[config.mk]
export PLATFORM = sky130hd
export DESIGN_NAME = wall_collision_scanner
export DESIGN_NICKNAME = d
export VERILOG_FILES = /design/src/rtl/wall_pkg.sv /design/src/rtl/wall_match_group.sv /design/src/rtl/wall_collision_scanner.sv
export SDC_FILE = /design/constraint.sdc
export NUM_CORES = 1
export LEC_CHECK = 0
export ABC_AREA = 1
export BUFFER_PORTS_ARGS = -buffer_cell sky130_fd_sc_hd__buf_4
export CORE_ASPECT_RATIO = 0.75
export CORE_MARGIN = 10
export CORE_UTILIZATION = 55
export CTS_CLUSTER_DIAMETER = 30
export DETAILED_ROUTE_END_ITERATION = 12
export PLACE_DENSITY_LB_ADDON = 0.3
export SLEW_MARGIN = 10
export SYNTH_ARGS = -nofsm -noshare
export SYNTH_HDL_FRONTEND = slang
export SYNTH_HIERARCHICAL = 1
export SYNTH_SLANG_ARGS = --single-unit
[constraint.sdc]
create_clock -name clk -period 3 [get_ports clk]
set_input_delay 0.6 -clock clk [delete_from_list [all_inputs] [get_ports clk]]
set_output_delay 0.6 -clock clk [all_outputs]
set_load 0.02 [all_outputs]
[src/rtl/wall_pkg.sv]
// Shared types and width helper for the wall-collision scanner and its match group.
package wall_pkg;

   localparam int POS_W_DEF = 8;

   typedef logic [POS_W_DEF-1:0] pos_t;

   typedef enum logic [1:0] {
      IDLE,
      SCAN,
      DONE
   } scan_state_e;

   // Bits needed to index n items; never less than one so single-entry configs stay legal.
   function automatic int clog2_cnt(input int n);
      return (n < 2) ? 1 : $clog2(n);
   endfunction

endpackage

[src/rtl/wall_match_group.sv]
// One scan group: LANES masked equality comparators feeding a lowest-index priority encoder.
module wall_match_group
   import wall_pkg::*;
#(
   parameter int POS_W = 8,
   parameter int LANES = 4,
   localparam int LIW  = clog2_cnt(LANES)
) (
   input  logic [POS_W-1:0]       i_key,
   input  logic [LANES*POS_W-1:0] i_entries,
   input  logic [LANES-1:0]       i_valid,
   output logic                   o_any_hit,
   output logic [LIW-1:0]         o_lane_idx
);

   logic [LANES-1:0] w_hit;

   always_comb begin
      w_hit = '0;
      for (int l = 0; l < LANES; l++) begin
         w_hit[l] = i_valid[l] && (i_entries[l*POS_W +: POS_W] == i_key);
      end
   end

   // Walk from the top lane down so the last assignment wins with the lowest lane.
   always_comb begin
      o_any_hit  = 1'b0;
      o_lane_idx = '0;
      for (int l = LANES - 1; l >= 0; l--) begin
         if (w_hit[l]) begin
            o_any_hit  = 1'b1;
            o_lane_idx = LIW'(l);
         end
      end
   end

endmodule

[src/rtl/wall_collision_scanner.sv]
// Wall-position table with serial append and a LANES-wide early-exit collision query.
module wall_collision_scanner
   import wall_pkg::*;
#(
   parameter int POS_W     = 8,
   parameter int MAX_WALLS = 32,
   parameter int LANES     = 4,
   localparam int CW       = clog2_cnt(MAX_WALLS + 1),
   localparam int IW       = clog2_cnt(MAX_WALLS)
) (
   input  logic             clk,
   input  logic             nrst,
   input  logic             clear,
   input  logic             wr_en,
   input  logic [POS_W-1:0] wr_pos,
   output logic             wr_ready,
   output logic [CW-1:0]    wall_count,
   output logic             table_full,
   output logic             wr_overflow,
   input  logic             chk_req,
   input  logic [POS_W-1:0] chk_pos,
   output logic             chk_busy,
   output logic             chk_done,
   output logic             collision,
   output logic [IW-1:0]    hit_index
);

   localparam int BW   = clog2_cnt(MAX_WALLS + LANES);
   localparam int LIW  = clog2_cnt(LANES);
   localparam int CMPW = ((BW > CW) ? BW : CW) + 1;

   scan_state_e r_state, w_next;

   logic [POS_W-1:0]       r_table [MAX_WALLS];
   logic [CW-1:0]          r_count;
   logic                   r_overflow;
   logic [POS_W-1:0]       r_pos;
   logic [BW-1:0]          r_base;
   logic                   r_collision;
   logic [IW-1:0]          r_hit_idx;

   logic                   w_full, w_wr_ready, w_wr_fire, w_accept, w_last_group;
   logic [LANES*POS_W-1:0] w_entries;
   logic [LANES-1:0]       w_valid;
   logic                   w_any_hit;
   logic [LIW-1:0]         w_lane_idx;

   assign w_full       = (r_count == CW'(MAX_WALLS));
   assign w_wr_ready   = (r_state == IDLE) && !w_full && !clear;
   assign w_wr_fire    = wr_en && w_wr_ready;
   assign w_accept     = (r_state == IDLE) && chk_req && !clear;
   assign w_last_group = (CMPW'(r_base) + CMPW'(LANES)) >= CMPW'(r_count);

   // Slots at or beyond wall_count are masked so stale RAM contents never match.
   always_comb begin
      logic [BW-1:0] v_idx;
      w_entries = '0;
      w_valid   = '0;
      for (int l = 0; l < LANES; l++) begin
         v_idx = r_base + BW'(l);
         if (CMPW'(v_idx) < CMPW'(r_count)) begin
            w_valid[l]                   = 1'b1;
            w_entries[l*POS_W +: POS_W]  = r_table[v_idx[IW-1:0]];
         end
      end
   end

   wall_match_group #(
      .POS_W (POS_W),
      .LANES (LANES)
   ) u_group (
      .i_key      (r_pos),
      .i_entries  (w_entries),
      .i_valid    (w_valid),
      .o_any_hit  (w_any_hit),
      .o_lane_idx (w_lane_idx)
   );

   always_ff @(posedge clk) begin
      if (!nrst) r_state <= IDLE;
      else       r_state <= w_next;
   end

   always_comb begin
      w_next   = r_state;
      chk_done = 1'b0;
      case (r_state)
         IDLE: if (w_accept) w_next = SCAN;
         SCAN: if (w_any_hit || w_last_group) w_next = DONE;
         DONE: begin
            chk_done = !clear;
            w_next   = IDLE;
         end
         default: w_next = IDLE;
      endcase
      if (clear) w_next = IDLE;
   end

   always_ff @(posedge clk) begin
      if (!nrst) begin
         r_count     <= '0;
         r_overflow  <= 1'b0;
         r_base      <= '0;
         r_collision <= 1'b0;
         r_hit_idx   <= '0;
      end else if (clear) begin
         r_count     <= '0;
         r_overflow  <= 1'b0;
         r_base      <= '0;
         r_collision <= 1'b0;
         r_hit_idx   <= '0;
      end else begin
         if (w_wr_fire)  r_count    <= r_count + CW'(1);
         else if (wr_en) r_overflow <= 1'b1;

         if (w_accept) begin
            r_base      <= '0;
            r_collision <= 1'b0;
            r_hit_idx   <= '0;
         end else if (r_state == SCAN) begin
            if (w_any_hit) begin
               r_collision <= 1'b1;
               r_hit_idx   <= IW'(r_base + BW'(w_lane_idx));
            end else if (!w_last_group) begin
               r_base <= r_base + BW'(LANES);
            end
         end
      end
   end

   // Table contents and the query key are plain data; validity comes from r_count.
   always_ff @(posedge clk) begin
      if (w_wr_fire) r_table[r_count[IW-1:0]] <= wr_pos;
      if (w_accept)  r_pos <= chk_pos;
   end

   assign wr_ready    = w_wr_ready;
   assign wall_count  = r_count;
   assign table_full  = w_full;
   assign wr_overflow = r_overflow;
   assign chk_busy    = (r_state != IDLE);
   assign collision   = r_collision;
   assign hit_index   = r_hit_idx;

endmodule
==> impl_metrics.json <==
{
  "status": "finished, violations left",
  "violations": "negative setup slack",
  "start_util_pct": 55.8,
  "synth_edf_count": 264,
  "crit_path_start_kind": "register",
  "vias": 9157,
  "max_slew_margin_pct": 46.7,
  "drcViolationCount": 0,
  "r2r_slack_ps": -150,
  "r2r-end": "r_base[5]$_SDFFE_PP0P_",
  "crit_type": "register to register",
  "boundaryPins": 38,
  "p_int_uw": 7810,
  "finish.net_count": 1283,
  "cp-end-kind": "register",
  "synthFlopType": "edfxtp_1",
  "drv_slew": 0,
  "whs_ps": 242,
  "syn_to_final_growth_pct": 25.1,
  "p_per_area_mw_per_mm2": 647,
  "slowest_stage": "dfxtp_2",
  "finalWorstSetupSlack_ps": -146,
  "finalCritPeriodShare_pct": 105,
  "cp_top_family": "simple AND/OR/NAND/NOR gates",
  "cts_buffers": 46,
  "grt_use_total_pct": 22.4,
  "grt_pass1_wl_microns": 49500,
  "yosysTopAreaCell": "edfxtp_1",
  "drv_cap": 0,
  "dieHeight_microns": 150,
  "critPathMostFrequentCell": "nor2_1",
  "peakVddDrop_uv": 659,
  "worstSetupPathDepth": 25,
  "path_buf_inv": 7,
  "htree_num_levels": 2,
  "rows": 47,
  "die_x_microns": 193,
  "cts_hold_repair.buffers": 0,
  "synth.distinct_cells": 35,
  "power_frac_comb_pct": 2.1,
  "yosysSeqAreaShare_pct": 68.0,
  "synthArstFlopShare_pct": 0,
  "hold_end": "r_pos[2]$_DFFE_PP_",
  "clock_path_buffers": 3,
  "wl_microns": 32800,
  "synth_area_per_cell_sq_um": 10.8,
  "core_area_sq_mm": 0.0221,
  "hold_depth": 1,
  "grt_pass1_vias": 8916,
  "grt_max_degree": 43,
  "synth_seq_cells": 286,
  "place_congestion": 0.918,
  "slowest_delay_ps": 330,
  "hold_viol_final": 0,
  "clk_latency_ps": 540,
  "dp_hpwl_microns": 18900,
  "die_area_sq_mm": 0.0288,
  "synth_area_leaders": "edfxtp_1, nand2_1, nand3_1",
  "arrival_ps": 3560,
  "netlist_area_sq_mm": 0.0123,
  "overflow": 0,
  "portBuffers": 37,
  "syn-num-nets": 1172,
  "r2r-start": "wall_count[5]$_SDFFE_PP0P_",
  "leakagePower_uw": 0.00561,
  "finClkSkew_ps": 11.1,
  "postRouteAntennaNets": 0,
  "drive_above_1_share_pct": 22.8,
  "p_sw_uw": 2160,
  "worstPathMaxFanout": 7,
  "drt-initial-drc-count": 1001,
  "clock.fmax_ghz": 0.318,
  "fillers": 1526,
  "diodes": 0,
  "min_from": "chk_pos[2]",
  "tightestPinTransition_ps": 797,
  "min_path_type": "input pin to register",
  "clock-root-buffer": "clkbuf_16",
  "setup_viol_count_final": 7,
  "cts_tree": "built",
  "crit_required_ps": 3420,
  "total_power_uw": 9960,
  "yosys.area.top_type_share_pct": 64.4,
  "drt-pass1-iter-count": 5,
  "ff2ff_path_depth": 25,
  "grt_setup_unrepaired": "yes",
  "fin_crit_ps": 3150,
  "cts_sinks": 286,
  "seqPwrFrac_pct": 44.0,
  "wire_per_inst_microns": 20.8,
  "syn_inst": 1137,
  "synth_warnings": 6,
  "via_per_inst": 5.80,
  "grt_antenna_before_repair": 0,
  "clk_pin_slew_ps": 50,
  "clkPwrFrac_pct": 53.9,
  "swShare_pct": 21.6
}
## how the worst max path moves through the flow
stage	start	end	slack [ps]
after floorplan	wall_count[5]$_SDFFE_PP0P_	register	5
after global routing	wall_count[5]$_SDFFE_PP0P_	r_base[5]$_SDFFE_PP0P_	-270
final	wall_count[5]$_SDFFE_PP0P_	r_base[5]$_SDFFE_PP0P_	-150
after CTS	wall_count[4]$_SDFFE_PP0P_	r_base[5]$_SDFFE_PP0P_	1
after global placement	wall_count[5]$_SDFFE_PP0P_	register	-70
after detailed placement	wall_count[5]$_SDFFE_PP0P_	r_base[3]$_SDFFE_PP0P_	-190
## cell families (layout without fill, tap and decap cells)
logic type               Yosys count  in the layout  synth area share, %
AO/OA/AOI/OAI                    133            133                 5.76
AND/OR/NAND/NOR                  577            577                 19.9
buffers and inverters            116            265                 4.11
adder cells (fa/ha/maj)           14             14                 1.42
XOR/XNOR                          11             11                0.783
flip-flops                       286            286                 68.0
## registers in the layout, indices dropped and copies added (netlist names), named ones only
register     cells
collision        1
wall_count       6
wr_overflow      1
r_table        256
r_pos            8
hit_index        5
r_base           4
r_state          2
## per-layer routing
layer	part of all wire [%]	GRT usage [%]
met3	10	4.53
met5	0	0
met4	2.9	8.20
met1	42	31.1
met2	45	34.2
## through the flow
step                cell area, sq um  setup WS [ps]  TNS (ps)  cells  util, %
floorplan                      12300           4.81         0   1137        -
global placement               13300          -73.8      -431   1486     60.2
detailed placement             13300           -191     -1190   1486     60.2
CTS                            15100           1.50         0   1574     68.7
global route                   15400           -272     -1980   1580     69.8
finish                         15400           -146      -536   1580     69.8
## synth_stat cells, types with 2 or more instances
cell type	n
buf_4	6
ha_1	14
xnor2_1	5
a21boi_0	3
clkbuf_1	15
buf_1	4
nand2_2	3
inv_1	49
nand4_1	2
o21ai_1	5
nand3_2	4
buf_2	25
nand3_1	151
nor3_1	4
edfxtp_1	264
nor2_2	7
dfxtp_1	22
xor2_1	6
nand2_1	271
o21ai_0	53
buf_6	2
inv_2	13
o22ai_1	8
o211ai_1	8
nor2_1	129
a21oi_1	55
## layout by cell type (no fill, tap or decap), drive strengths merged
cell	synthesis	routed
a21boi	3	3
a21oi	55	55
buf	37	113
bufbuf	0	1
bufinv	0	4
clkbuf	15	50
clkinv	2	13
clkinvlp	0	10
dfxtp	22	22
edfxtp	264	264
ha	14	14
inv	62	74
nand2	274	274
nand3	155	155
nand4	3	3
nor2	137	137
nor2b	1	1
nor3	5	5
nor3b	1	1
o211a	1	1
o211ai	8	8
o21ai	58	58
o22ai	8	8
or2	1	1
xnor2	5	5
xor2	6	6
## power by group through the flow
stage	registers, uW	clock network [uW]	logic, uW
6_report	4380	5370	211
5_1_grt	4380	5620	226
4_1_cts	4380	5420	202
3_5_place_dp	4460	0	191
3_3_place_gp	4460	0	185
2_1_floorplan	4460	0	72.0
## timing repair
| action | CTS | global route |
|---|---|---|
| endpoints found under the hold margin | 0 | 0 |
| endpoints found under the setup margin | 14 | 15 |
| buffers inserted | 4 | 5 |
| resized for setup | 52 | 46 |
| pin swaps | 19 | 17 |
| gates cloned | 1 | 1 |
## final cells by class
cell class              count  area (sq um)  share of cell area, %
clock buffers              49          1230                   7.97
clock inverters            37           375                   2.44
inverters                  64           250                   1.63
multi-input cells         735          3750                   24.4
flip-flops and latches    286          8380                   54.4
well taps                 294           368                   2.39
repair buffers            115          1040                   6.76
## worst register-to-register path: cells and delay by family, from the launching register on
family                   cells  cell delay, ps
buffers and inverters        7             680
flip-flops                   1             330
adder cells (fa/ha/maj)      1             290
AND/OR/NAND/NOR             15            1580
AO/OA/AOI/OAI                2             140
(Power assumes the default switching activity.)
